## config.mk

```make
export PLATFORM = sky130hd
export DESIGN_NAME = bram_rd_stream_flat
export DESIGN_NICKNAME = d
export VERILOG_FILES = /design/src/rtl/bram_rd_stream_if.sv /design/src/rtl/bram_rd_stream.sv /design/src/flat_wrapper.sv
export SDC_FILE = /design/constraint.sdc
export NUM_CORES = 1
export LEC_CHECK = 0
export CAP_MARGIN = 20
export CORE_UTILIZATION = 64
export CTS_CLUSTER_DIAMETER = 30
export CTS_CLUSTER_SIZE = 25
export DETAILED_ROUTE_END_ITERATION = 8
export DONT_BUFFER_PORTS = 1
export PLACE_DENSITY = 0.8
export SLEW_MARGIN = 20
export SYNTH_ARGS = -nofsm -noshare
export SYNTH_HDL_FRONTEND = slang
export SYNTH_SLANG_ARGS = --single-unit
```

## constraint.sdc

```tcl
create_clock -name clka -period 4.1 [get_ports clka]
set_input_delay 0 -clock clka [delete_from_list [all_inputs] [get_ports clka]]
set_output_delay 0 -clock clka [all_outputs]
set_load 0.01 [all_outputs]
```

## src/rtl/bram_rd_stream_if.sv

```systemverilog
// Bundle of control, BRAM read-port and output-stream signals for bram_rd_stream.
// master = the streaming reader; slave = the surrounding system (controller, BRAM, sink).
interface bram_rd_stream_if #(
   parameter int AW = 10,
   parameter int DW = 16
);
   logic          start;
   logic [AW-1:0] base_addr;
   logic [AW:0]   length;
   logic          busy;
   logic          done;
   logic [AW-1:0] ram_addrb;
   logic          ram_enb;
   logic          ram_regceb;
   logic [DW-1:0] ram_doutb;
   logic [DW-1:0] m_data;
   logic          m_valid;
   logic          m_ready;
   logic          m_last;

   modport master (
      input  start, base_addr, length, ram_doutb, m_ready,
      output busy, done, ram_addrb, ram_enb, ram_regceb, m_data, m_valid, m_last
   );

   modport slave (
      output start, base_addr, length, ram_doutb, m_ready,
      input  busy, done, ram_addrb, ram_enb, ram_regceb, m_data, m_valid, m_last
   );
endinterface

```

## src/rtl/bram_rd_stream.sv

```systemverilog
// Streams a burst of consecutive BRAM words out through a small credit-managed FIFO.
// Reads are only issued when every in-flight word is guaranteed a FIFO slot.
module bram_rd_stream #(
   parameter int    RAM_WIDTH       = 16,
   parameter int    RAM_DEPTH       = 1024,
   parameter string RAM_PERFORMANCE = "HIGH_PERFORMANCE",
   parameter int    FIFO_DEPTH      = 4
) (
   input logic              clka,
   input logic              rstb,
   bram_rd_stream_if.master bus
);
   localparam int AW = $clog2(RAM_DEPTH);
   localparam int FW = $clog2(FIFO_DEPTH);
   localparam bit HP = (RAM_PERFORMANCE == "HIGH_PERFORMANCE");

   typedef enum logic [1:0] {S_IDLE = 2'd0, S_RUN = 2'd1, S_DRAIN = 2'd2} state_t;

   state_t               r_state;
   logic                 r_busy;
   logic                 r_done;
   logic                 r_ram_enb;
   logic [AW-1:0]        r_ram_addrb;
   logic [AW-1:0]        r_next_addr;
   logic [AW:0]          r_issue_left;
   logic [AW:0]          r_wr_left;
   logic [FW:0]          r_inflight;
   logic                 r_en_d1;
   logic                 r_en_d2;
   logic [RAM_WIDTH-1:0] r_mem [FIFO_DEPTH];
   logic                 r_last_mem [FIFO_DEPTH];
   logic [FW-1:0]        r_wr_ptr;
   logic [FW-1:0]        r_rd_ptr;
   logic [FW:0]          r_count;

   logic                 w_valid;
   logic                 w_wr;
   logic                 w_rd;
   logic                 w_last_xfer;
   logic [FW+1:0]        w_occ;
   logic                 w_credit;
   logic                 w_accept;
   logic                 w_issue;

   function automatic logic [AW-1:0] f_next_addr(input logic [AW-1:0] a);
      if (a == AW'(RAM_DEPTH - 1)) begin
         return '0;
      end else begin
         return a + AW'(1);
      end
   endfunction

   // Data lands in the FIFO one or two cycles after issue, depending on the BRAM output register.
   assign w_wr        = HP ? r_en_d2 : r_en_d1;
   assign w_valid     = (r_count != (FW+1)'(0));
   assign w_rd        = w_valid & bus.m_ready;
   assign w_last_xfer = w_rd & r_last_mem[r_rd_ptr];
   assign w_occ       = {1'b0, r_inflight} + {1'b0, r_count} - {{(FW+1){1'b0}}, w_rd};
   assign w_credit    = (w_occ < (FW+2)'(FIFO_DEPTH));

   // Decide whether a read is committed this cycle.
   always_comb begin
      w_accept = 1'b0;
      w_issue  = 1'b0;
      if (r_state == S_IDLE) begin
         w_accept = bus.start && (bus.length != (AW+1)'(0));
         w_issue  = w_accept;
      end else if (r_state == S_RUN) begin
         w_issue  = w_credit;
      end else begin
         w_issue  = 1'b0;
      end
   end

   // Burst control FSM with registered handshake and BRAM port outputs.
   always_ff @(posedge clka) begin
      if (rstb) begin
         r_state      <= S_IDLE;
         r_busy       <= 1'b0;
         r_done       <= 1'b0;
         r_ram_enb    <= 1'b0;
         r_ram_addrb  <= '0;
         r_next_addr  <= '0;
         r_issue_left <= '0;
         r_inflight   <= '0;
      end else begin
         r_done     <= 1'b0;
         r_ram_enb  <= w_issue;
         r_inflight <= r_inflight + {{FW{1'b0}}, w_issue} - {{FW{1'b0}}, w_wr};
         case (r_state)
            S_IDLE: begin
               if (bus.start && (bus.length == (AW+1)'(0))) begin
                  r_done <= 1'b1;
               end else if (w_accept) begin
                  r_busy       <= 1'b1;
                  r_ram_addrb  <= bus.base_addr;
                  r_next_addr  <= f_next_addr(bus.base_addr);
                  r_issue_left <= bus.length - (AW+1)'(1);
                  r_state      <= (bus.length == (AW+1)'(1)) ? S_DRAIN : S_RUN;
               end
            end
            S_RUN: begin
               if (w_credit) begin
                  r_ram_addrb  <= r_next_addr;
                  r_next_addr  <= f_next_addr(r_next_addr);
                  r_issue_left <= r_issue_left - (AW+1)'(1);
                  if (r_issue_left == (AW+1)'(1)) begin
                     r_state <= S_DRAIN;
                  end
               end
            end
            S_DRAIN: begin
               if (w_last_xfer) begin
                  r_state <= S_IDLE;
                  r_busy  <= 1'b0;
                  r_done  <= 1'b1;
               end
            end
            default: r_state <= S_IDLE;
         endcase
      end
   end

   // Read-latency pipeline and FIFO pointers; reset drops anything still in the BRAM pipe.
   always_ff @(posedge clka) begin
      if (rstb) begin
         r_en_d1   <= 1'b0;
         r_en_d2   <= 1'b0;
         r_wr_ptr  <= '0;
         r_rd_ptr  <= '0;
         r_count   <= '0;
         r_wr_left <= '0;
      end else begin
         r_en_d1 <= r_ram_enb;
         r_en_d2 <= r_en_d1;
         if (w_accept) begin
            r_wr_left <= bus.length;
         end else if (w_wr) begin
            r_wr_left <= r_wr_left - (AW+1)'(1);
         end
         if (w_wr) begin
            r_wr_ptr <= r_wr_ptr + FW'(1);
         end
         if (w_rd) begin
            r_rd_ptr <= r_rd_ptr + FW'(1);
         end
         r_count <= r_count + {{FW{1'b0}}, w_wr} - {{FW{1'b0}}, w_rd};
      end
   end

   // FIFO storage; the last flag marks the word whose index is length-1.
   always_ff @(posedge clka) begin
      if (w_wr) begin
         r_mem[r_wr_ptr]      <= bus.ram_doutb;
         r_last_mem[r_wr_ptr] <= (r_wr_left == (AW+1)'(1));
      end
   end

   assign bus.busy       = r_busy;
   assign bus.done       = r_done;
   assign bus.ram_enb    = r_ram_enb;
   assign bus.ram_addrb  = r_ram_addrb;
   assign bus.ram_regceb = HP ? r_en_d1 : 1'b0;
   assign bus.m_valid    = w_valid;
   assign bus.m_data     = w_valid ? r_mem[r_rd_ptr] : '0;
   assign bus.m_last     = w_valid & r_last_mem[r_rd_ptr];
endmodule

```

## src/flat_wrapper.sv

```systemverilog
// flat-port wrapper written by rule: the top's interface ports become plain ports
module bram_rd_stream_flat 
#(
   parameter int    RAM_WIDTH       = 16,
   parameter int    RAM_DEPTH       = 1024,
   parameter string RAM_PERFORMANCE = "                ",
   parameter int    FIFO_DEPTH      = 4
)
  (clka, rstb, bus_start, bus_base_addr, bus_length, bus_ram_doutb, bus_m_ready, bus_busy, bus_done, bus_ram_addrb, bus_ram_enb, bus_ram_regceb, bus_m_data, bus_m_valid, bus_m_last);
  bram_rd_stream_if #(.AW((10)), .DW((16))) bus_i ();
  input logic clka;
  input logic rstb;
  input wire logic [$bits(bus_i.start)-1:0] bus_start;
  input wire logic [$bits(bus_i.base_addr)-1:0] bus_base_addr;
  input wire logic [$bits(bus_i.length)-1:0] bus_length;
  input wire logic [$bits(bus_i.ram_doutb)-1:0] bus_ram_doutb;
  input wire logic [$bits(bus_i.m_ready)-1:0] bus_m_ready;
  output wire logic [$bits(bus_i.busy)-1:0] bus_busy;
  output wire logic [$bits(bus_i.done)-1:0] bus_done;
  output wire logic [$bits(bus_i.ram_addrb)-1:0] bus_ram_addrb;
  output wire logic [$bits(bus_i.ram_enb)-1:0] bus_ram_enb;
  output wire logic [$bits(bus_i.ram_regceb)-1:0] bus_ram_regceb;
  output wire logic [$bits(bus_i.m_data)-1:0] bus_m_data;
  output wire logic [$bits(bus_i.m_valid)-1:0] bus_m_valid;
  output wire logic [$bits(bus_i.m_last)-1:0] bus_m_last;
  assign bus_i.start = bus_start;
  assign bus_i.base_addr = bus_base_addr;
  assign bus_i.length = bus_length;
  assign bus_i.ram_doutb = bus_ram_doutb;
  assign bus_i.m_ready = bus_m_ready;
  assign bus_busy = bus_i.busy;
  assign bus_done = bus_i.done;
  assign bus_ram_addrb = bus_i.ram_addrb;
  assign bus_ram_enb = bus_i.ram_enb;
  assign bus_ram_regceb = bus_i.ram_regceb;
  assign bus_m_data = bus_i.m_data;
  assign bus_m_valid = bus_i.m_valid;
  assign bus_m_last = bus_i.m_last;
  bram_rd_stream #(.RAM_WIDTH(RAM_WIDTH), .RAM_DEPTH(RAM_DEPTH), .RAM_PERFORMANCE(RAM_PERFORMANCE), .FIFO_DEPTH(FIFO_DEPTH)) u_core (.clka(clka), .rstb(rstb), .bus(bus_i));
endmodule
```

# After elaboration in Yosys (flattened, before gate mapping)
# Memories as Yosys holds them, arrays and structs flattened. A register that Yosys moved wholly into a read port is not among the register bits.
# Index checks and enable logic that the tools add are counted.
[totals] register_bits=58 latchBits=0 ram_bits=68 mem_bits_ro=0 in_bits=41 out_inout_bits=32 word_cells=96 n_memories=2
[op_classes] n_addsub=13 mul=0 div_mod_pow=0 magnitude_cmp=1 n_eq_ne=12 shifts=0 muxes=40 n_bitwise=3 n_reduce_logical=12
[memory_table] memory="u_core.r_mem" words=4 width=16 rd=1 rd_clocked_by_memory_dff=1 wr=1 line_no="bram_rd_stream.sv:30" text="logic [RAM_WIDTH-1:0] r_mem [FIFO_DEPTH];"
[memory_table] memory="u_core.r_last_mem" words=4 width=1 rd=1 rd_clocked_by_memory_dff=1 wr=1 line_no="bram_rd_stream.sv:31" text="logic r_last_mem [FIFO_DEPTH];"
[op_table] cell="$mux 10" n=8
[op_table] cell="$mux 11" n=5
[op_table] cell="$pmux 10 s2" n=2
[op_table] cell="$eq 11x1->1 const B" n=3
[op_table] cell="$sub 11x1->11 const B" n=3
[op_table] cell="$pmux 11 s2" n=1
[op_table] cell="$add 10x1->10 const B" n=2
[op_table] cell="$eq 10x10->1 const B" n=2
[op_table] cell="$mux 2" n=10
[op_table] cell="$mux 16" n=1
[op_table] cell="$logic_not 11->1" n=1
[op_table] cell="$reduce_bool 11->1" n=1
[op_table] cell="$mux 1" n=10
[op_table] cell="$reduce_and 4->1" n=2
[op_table] cell="$add 3x1->3" n=2
[op_table] cell="$ne 2x1->1 const B" n=3
[op_table] cell="$pmux 2 s3" n=1
[op_table] cell="$reduce_bool 2->1" n=3
[op_table] cell="$sub 3x1->3" n=2
[op_table] cell="$reduce_and 5->1" n=1
[op_table] cell="$add 2x1->2 const B" n=2
[op_table] cell="$add 3x3->4" n=1
[op_table] cell="$lt 4x3->1 const B" n=1
[op_table] cell="$ne 2x2->1 const B" n=2
[op_table] cell="other kinds (8)" n=12

# Longest topological paths before layout
# Gate-level depths: netlist of the first run.
[depth] depth_word=8 depth_mapped=14 mapped_depth_nobuf=13

# Least setup slack after synthesis of the first run
# No wires, ideal clock.
[synth_path] kind="register to register" startpoint="register u_core.r_count[1]" endpoint="register u_core.r_inflight[2]" setup_ps=128 arrival_ps=2889 required_time_ps=3972 slack_ps=1084 stages_incl_launch_ff=15 n_path_buf=2 period_less_slack_ps=3016 path_cell_list="dfxtp_1 or3_1 clkbuf_1 nand3_1 ha_1 and4_1 a32oi_1 a21oi_2 nor2_8 inv_2 buf_6 ha_1 fa_1 xnor2_1 nor2_1"
[synth_between] elab_chain_len=8 elab_cells_between_ends=9 classes_between="add/sub (4); order compare (1); mux (2); bitwise (1); reduce/logical (1)"
[synth_lines] item="start: declaration" line_no="bram_rd_stream.sv:34" text="logic [FW:0] r_count;"
[synth_lines] item="start signal: assignment" line_no="bram_rd_stream.sv:147" text="r_count <= r_count + {{FW{1'b0}}, w_wr} - {{FW{1'b0}}, w_rd};"
[synth_lines] item="$reduce_bool 3->1" line_no="bram_rd_stream.sv:55" text="assign w_valid = (r_count != (FW+1)'(0));"
[synth_lines] item="named net bus_m_valid" line_no="flat_wrapper.sv:24" text="output wire logic [$bits(bus_i.m_valid)-1:0] bus_m_valid;"
[synth_lines] item="$and 1x1->1" line_no="bram_rd_stream.sv:56" text="assign w_rd = w_valid & bus.m_ready;"
[synth_lines] item="$sub 4x1->4" line_no="bram_rd_stream.sv:58" text="assign w_occ = {1'b0, r_inflight} + {1'b0, r_count} - {{(FW+1){1'b0}}, w_rd};"
[synth_lines] item="$lt 4x3->1" line_no="bram_rd_stream.sv:59" text="assign w_credit = (w_occ < (FW+2)'(FIFO_DEPTH));"
[synth_lines] item="$mux 1" line_no="bram_rd_stream.sv:68" text="end else if (r_state == S_RUN) begin"
[synth_lines] item="$mux 1" line_no="bram_rd_stream.sv:65" text="if (r_state == S_IDLE) begin"
[synth_lines] item="named net u_core.w_issue" line_no="bram_rd_stream.sv:43" text="logic w_issue;"
[synth_lines] item="$add 3x1->3" line_no="bram_rd_stream.sv:89" text="r_inflight <= r_inflight + {{FW{1'b0}}, w_issue} - {{FW{1'b0}}, w_wr};"
[synth_lines] item="$sub 3x1->3" line_no="bram_rd_stream.sv:89"
[synth_lines] item="end signal: assignment" line_no="bram_rd_stream.sv:89"
[synth_lines] item="end: declaration" line_no="bram_rd_stream.sv:27" text="logic [FW:0] r_inflight;"
# The timed path passes the listed nets, and every way through them passes these cells.
# A chain may end at the register's enable or synchronous reset.

# Worst setup path after layout of the first run
[layout_path] startpoint="register u_core.r_count[2]" endpoint="register u_core.r_ram_addrb[7], in the netlist u_core.bus.ram_addrb[7]"
[layout_between] elab_chain_len=6 elab_cells_between_ends=7 classes_between="add/sub (2); order compare (1); eq/ne (1); bitwise (1); reduce/logical (2)"
[layout_lines] item="branches (longest 2 deep; another with $add 3x3->4)"
[layout_lines] item="$sub 4x1->4 *" line_no="bram_rd_stream.sv:58"
[layout_lines] item="$lt 4x3->1 *" line_no="bram_rd_stream.sv:59"
[layout_lines] item="$ne 2x1->1 (no line) *"
[layout_lines] item="$reduce_and 4->1 (no line) *"
[layout_lines] item="end signal: assignment" line_no="bram_rd_stream.sv:96" text="r_ram_addrb <= bus.base_addr;"
[layout_lines] item="end signal: assignment" line_no="bram_rd_stream.sv:104" text="r_ram_addrb <= r_next_addr;"
[layout_lines] item="end: declaration" line_no="bram_rd_stream.sv:23" text="logic [AW-1:0] r_ram_addrb;"
# Mark *: on every way between the ends.

==> results of run 1 <==
-- metal layers --
metal,routed length (µm),part of all wire (%)
met4,528,3.6
met2,7590,51
met5,0,0
met1,5680,38
met3,998,6.7
-- critical path: stages (launching register included) --
cell and delay (ns):
dfxtp_1 0.38, inv_1 0.06, ha_1 0.27, inv_1 0.04, ha_1 0.31, or2_2 0.30
a311o_1 0.32, a21oi_2 0.28, buf_4 0.33, nor3_1 0.10, a311oi_2 0.24, dlygate4sd3_1 0.57
-- power groups by stage --
stage | Clock (µW) | Sequential, µW | Combinational [µW]
floorplan | 0 | 1680 | 1190
global route | 1550 | 1770 | 1650
global placement | 0 | 1740 | 1310
detailed placement | 0 | 1750 | 1370
CTS | 1490 | 1730 | 1470
finish | 1490 | 1740 | 1480
-- metrics by stage --
step / power, µW / util (%)
floorplan: 2870 / -
global placement: 3050 / 66.0
finish: 4710 / 77.0
global route: 4960 / 77.0
detailed placement: 3130 / 66.0
CTS: 4700 / 77.0
-- placed cells by master (no fill, tap or decap), types with 16 or more instances in the layout --
master | synthesis | layout
and2_1 | 22 | 22
nand2_1 | 46 | 46
dlygate4sd3_1 | 0 | 47
nor3_1 | 25 | 25
inv_1 | 29 | 29
ha_1 | 19 | 19
dfxtp_1 | 60 | 60
edfxtp_1 | 68 | 68
clkbuf_16 | 0 | 16
xnor2_1 | 17 | 17
nor2_1 | 46 | 46
mux4_2 | 17 | 17
a21oi_1 | 29 | 29
-- cell families (layout without fill, tap and decap cells) --
logic type	Yosys count	after routing	share of synthesized area [%]
other	1	1	0.0582
DFF	128	128	50.4
and+or+nand+nor	199	199	15.8
AOI/OAI and AO/OA	114	114	14.0
xor gates and xnor gates	32	32	4.35
muxes	18	18	6.10
buffers and inverters	73	117	5.07
adders and majority gates	21	21	4.31
-- flip-flops by register name (all words and copies together), names as in the netlist, 2 cells and up, named ones only --
name and cells:
u_core.r_rd_ptr 2, u_core.r_next_addr 10, u_core.r_state 2, u_core.r_mem 64, u_core.r_wr_left 11, u_core.bus.ram_addrb 10, u_core.r_issue_left 11, u_core.r_last_mem 4
u_core.r_count 3, u_core.r_wr_ptr 2, u_core.r_inflight 3
-- timing repair --
item                       CTS  global route
hold endpoints to repair   124             0
setup endpoints to repair    0             0
hold buffers                48             0
-- final cells by class --
class | instances | share of cell area (%)
clock buffers | 18 | 5.55
clock inverters | 13 | 2.18
well taps | 133 | 2.21
flip-flops and latches | 128 | 43.1
multi-input cells | 385 | 38.1
inverters | 31 | 1.55
repair buffers | 55 | 7.31
-- worst max-delay path by stage --
stage	endpoint	slack [ns]	startpoint	cells past startpoint
floorplan	u_core.r_inflight[2]	1.08	u_core.r_count[1]	14
global placement	u_core.r_inflight[1]	0.99	u_core.r_count[2]	12
detailed placement	u_core.r_inflight[1]	0.91	u_core.r_count[2]	12
CTS	u_core.r_inflight[1]	0.88	u_core.r_count[2]	12
global route	u_core.r_inflight[1]	0.67	u_core.r_count[2]	12
finish	u_core.bus.ram_addrb[7]	0.85	u_core.r_count[2]	11
==> results_dict.tcl, run 1 <==
set metrics [dict create \
    synth-seq-cells 128 \
    place_congestion 0.771 \
    synth_fp_nets 648 \
    worstMarginPinSlew_ns 0.946 \
    grt_pass1_vias 4941 \
    relSlewSlack_pct 36.9 \
    use_met1_pct 34.7 \
    pre_cts_slack_ns 0.914 \
    grt_setup_unrepaired "false" \
    ioPinCount 73 \
    synth-async-reset-ratio_pct 0 \
    die_area_um2 10500 \
    viasPerCell 6.38 \
    yosysMostFrequentCell "edfxtp_1" \
    fin_crit_sh_pct 79.2 \
    design_area_um2 7530 \
    syn_area_per_cell_um2 11.0 \
    fin_nets 680 \
    floorplan.initialDensity_pct 65.9 \
    use_met2_pct 52.5 \
    die_h_um 102 \
    holdPathStages 3 \
    synth.yosys.warnings 0 \
    numClockSinks 128 \
    power.density_nw_per_um2 626 \
    diodes 0 \
    synthCells 586 \
    path_clk_slew_ns 0.06 \
    crit_arrival_ns 3.72 \
    post_cts_buffers 0 \
    cts_buffers 17 \
    status "completed" \
    critical_path_class "reg2reg" \
    clk-insertion-delay-late_ns 0.52 \
    area_growth_pct 16.9 \
    r2r-end "u_core.bus.ram_addrb[7]" \
    clock_path_buffers 2 \
    grt_max_degree 61 \
    pwr-share-seq_pct 36.9 \
    num_rows 36 \
    drc 0 \
    synth_edf_count 68 \
    cap_violations 0 \
    busiest_layer "met2" \
    p_comb_share_pct 31.4 \
    slew_violations 0 \
    hpwl_mm 9.01 \
    yosysSeqAreaShare_pct 50.4 \
    die_w_um 102 \
    r2r_slack_ns 0.85 \
    clkPwrFrac_pct 31.6 \
    synthTopCellsByCount "edfxtp_1, dfxtp_1, nand2_1, nor2_1" \
    hold_end "u_core.r_issue_left[3]" \
    ys.flop_type "edfxtp_1" \
    worstPathRequired_ns 4.57 \
    place_inst 684 \
    ff2ff_path_depth 11 \
    cts_resized 0 \
    cp-start-kind "register" \
    syn_area_um2 6440 \
    stdcell_count 763 \
    grt_util_met3_pct 6.98 \
    seqCellArea_um2 3240 \
    synth.area.top_cells "edfxtp_1, dfxtp_1, mux4_2" \
    ys_types 66 \
    switching_power_uw 1610 \
    sw_frac_of_total_pct 34.2 \
    grtUsageTotal_pct 30.4 \
    firstDrtPassIters 5 \
    tritoncts "done" \
    clock_skew_ns 0.00803 \
    root_buffer "clkbuf_8" \
    fin_tns_setup_ns 0 \
    peakVddDrop_mv 0.376 \
    core_um2 9770 \
    num-fill-cells 604 \
    p_int_uw 3100 \
    hold_viol 0 \
    fin_ws_ns 0.853 \
    yosysTopAreaCellShare_pct 31.7 \
    fin_crit_ns 3.25 \
    antenna_left 0 \
    routed_wl_mm 14.8 \
    yosysTopAreaCell "edfxtp_1" \
    crit_fanout 19 \
    multiInputGateArea_um2 2870 \
    overflow 0 \
    port_buffers 0 \
    end_kind "register" \
    holdCritPathClass "in2reg" \
    drt-initial-drc-count 367 \
    drive_gt1_share_pct 11.4 \
    vias 4868 \
    r2r-start "u_core.r_count[2]" \
    detailed_place.area_um2 6450 \
    antenna_found_initial 0 \
    cts_max_level 4 \
    setup_viol 0 \
    p_leak_uw 0.00265 \
    wl_per_cell_um 19.4 \
    grt_pass1_wl_mm 23.8 \
    hold_start "bus_length[2]" \
    max_freq_mhz 308 \
    holdWs_ns 0.0174 \
]
(Power assumes the default switching activity.)
==> run 2: changes to the inputs <==
Settings changed: ABC_AREA set to 1, CORE_UTILIZATION 64 to 58, PLACE_DENSITY 0.8 to 0.76.
Clock period 4.1 ns to 2.9 ns, I/O delays scaled along.
==> run 2 against run 1 <==
  * Critical path depth unchanged
  * Flip-flop and latch count unchanged
  * Sequential power is 52% higher
  * Clock power grew 33%
  * Hold slack improved by 0.051 ns
  * Utilization fell by 7.5 points
  * Area after synthesis grew 0.66%
  * Non-clock buffer count fell by 3
  * Clock-buffer cell count fell by 1
  * Critical endpoint is now u_core.r_inflight[2]
==> results_dict.tcl, run 2 <==
set metrics [dict create \
    synthSimpleGateAreaFrac_pct 21.2 \
    synthCells 779 \
    clock_skew_ns 0.00597 \
    antenna_left 0 \
    yosysTopAreaCellShare_pct 31.5 \
    synth_fa_ha_area_share_pct 4.29 \
    yosysMostFrequentCell "nor2_1" \
    yosysTopAreaCell "edfxtp_1" \
    num-fill-cells 831 \
    die_w_um 108 \
    power.density_nw_per_um2 958 \
    drc 0 \
    diodes 0 \
    r2r_slack_ns 0.24 \
    critical_path_class "in2reg" \
    hold_end "u_core.r_next_addr[8]" \
    largestRegisters "u_core.r_mem (64), u_core.r_issue_left (11), u_core.r_wr_left (11)" \
    drive_gt1_share_pct 9.25 \
    fin_crit_ns 2.76 \
    synth_fp_nets 841 \
    synth_top_family_by_area "simple AND/OR/NAND/NOR gates" \
    synth_compound_area_share_pct 13.6 \
    peakVddDrop_mv 0.541 \
    clk-insertion-delay-late_ns 0.52 \
    synthTopCellsByCount "nor2_1, nand2_1, o21ai_0" \
    path_clk_slew_ns 0.06 \
    grt_pass1_vias 5186 \
    synth.area.top_cells "edfxtp_1, dfxtp_1, nor2_1" \
    num_rows 38 \
    hold_start "bus_base_addr[4]" \
    cts_max_level 4 \
    multiInputGateArea_um2 2750 \
    place_inst 893 \
    worstMarginPinSlew_ns 0.796 \
    layout_commonest_cell "nor2_1" \
    seqCellArea_um2 3250 \
    holdCritPathClass "in2reg" \
    place_congestion 0.908 \
    final_util_pct 69.5 \
    numClockSinks 128 \
    synth.mux.area_fraction_pct 0.154 \
    p_leak_uw 0.00307 \
    area_growth_pct 16.3 \
    worstPathRequired_ns 3.34 \
    stdcell_count 972 \
    die_area_um2 11600 \
    fin_nets 881 \
    hpwl_mm 9.23 \
    slew_violations 0 \
    holdPathStages 8 \
    layout_common_cells "nor2_1, nand2_1, o21ai_0" \
    fin_tns_setup_ns 0 \
    synth-seq-cells 128 \
    cts_buffers 17 \
    largest_register_ffs 64 \
    status "completed" \
    ys.flop_type "edfxtp_1" \
    ioPinCount 73 \
    largest-register "u_core.r_mem" \
    detailed_place.area_um2 6520 \
    syn_area_per_cell_um2 8.32 \
    end_kind "register" \
    syn_area_um2 6480 \
    grt_pass1_wl_mm 23.6 \
    crit_fanout 9 \
    synth-async-reset-ratio_pct 0 \
    finalPower_uw 7220 \
    ff2ff_path_depth 17 \
    synth_xor_area_share_pct 2.97 \
    max_freq_mhz 362 \
    yosysSeqAreaShare_pct 50.0 \
    core_um2 10800 \
    root_buffer "clkbuf_8" \
    viasPerCell 5.61 \
    grt_max_degree 35 \
    vias 5454 \
    setup_viol 0 \
    port_buffers 0 \
    relSlewSlack_pct 46.9 \
    tritoncts "done" \
    synth_edf_count 68 \
    routed_wl_mm 14.6 \
    die_h_um 108 \
    grtUsageTotal_pct 26.3 \
    clock_path_buffers 2 \
    grt_setup_unrepaired "false" \
    overflow 0 \
    antenna_found_initial 0 \
    r2r-start "u_core.r_count[1]" \
    cap_violations 0 \
    firstDrtPassIters 5 \
    wl_per_cell_um 15.0 \
    synth.yosys.warnings 0 \
    floorplan.initialDensity_pct 59.8 \
    ys_types 46 \
    fin_crit_sh_pct 95.2 \
    crit_arrival_ns 3.20 \
    r2r-end "u_core.r_inflight[2]" \
    cp-start-kind "input pin" \
    hold_viol 0 \
    design_area_um2 7540 \
    drt-initial-drc-count 384 \
]
run 2: cell types whose count changed after synthesis, sizes merged, moves of 17 or more:
cell	change
mux4	-17
nor3	-19
o21ai	+97
and2	-22
nand2	+59
nor2	+126
inv	+52
run 2: what timing repair did:
action / in CTS / in global routing
endpoints found under the setup margin: 0 / 28
setup buffers: 0 / 4
resized for setup: 0 / 6
endpoints found under the hold margin: 123 / 0
hold buffers: 43 / 0
run 2: kinds of logic after synthesis:
group / after synthesis
AOI/OAI and AO/OA: 164
xor gates and xnor gates: 22
adders and majority gates: 21
buffers and inverters: 115
DFF: 128
muxes: 1
other: 1
and+or+nand+nor: 327
run 2: how the worst max path moves through the flow:
stage / end / startpoint / cells after the start
2_1_floorplan: u_core.r_inflight[2] / u_core.r_count[1] / 18
3_5_place_dp: u_core.r_inflight[2] / u_core.r_count[1] / 17
4_1_cts: u_core.r_inflight[2] / u_core.r_count[1] / 17
6_report: u_core.r_inflight[2] / bus_length[9] / 11
5_1_grt: u_core.r_inflight[2] / bus_length[9] / 11
3_3_place_gp: u_core.r_inflight[2] / u_core.r_count[1] / 17
run 2: per-stage QoR:
step | hold slack, ns | setup WS [ns]
6_report | 0.0689 | 0.139
5_1_grt | 0.133 | 0.0373
4_1_cts | 0.0367 | 0.0640
3_5_place_dp | 0.0670 | 0.104
3_3_place_gp | 0.0657 | 0.216
2_1_floorplan | 0.0989 | 0.127
run 2: cell type report:
| class | count | area share (%) |
|---|---|---|
| clock buffer | 17 | 5.49 |
| clock inverter | 15 | 1.84 |
| inverter | 84 | 4.22 |
| multi-input combinational | 536 | 36.4 |
| sequential | 128 | 43.1 |
| tap | 140 | 2.32 |
| timing repair buffer | 52 | 6.61 |
run 2: metal layers:
metal / track usage, % / vias to the layer above / part of all wire, %
li1: - / 2665 / -
met1: 31.6 / 2570 / 43
met2: 44.9 / 195 / 50
met3: 6.42 / 24 / 6.0
met4: 10.7 / 0 / 1.4
met5: 0 / - / 0
run 2: critical path: stages:
cell	delay, ns
dlygate4sd3_1	0.59
nor2_1	0.14
dlygate4sd3_1	0.61
nand3_2	0.09
dlygate4sd3_1	0.61
nand2_4	0.16
nand2_4	0.06
ha_1	0.19
fa_2	0.33
or2_2	0.30
a21oi_1	0.11
run 2: where the power goes:
group | switching [µW] | internal, µW | leakage, µW | total [µW]
sequential | 352 | 2290 | 0.00111 | 2640
combinational | 1720 | 880 | 0.00169 | 2600
clock | 885 | 1090 | 0.000269 | 1980
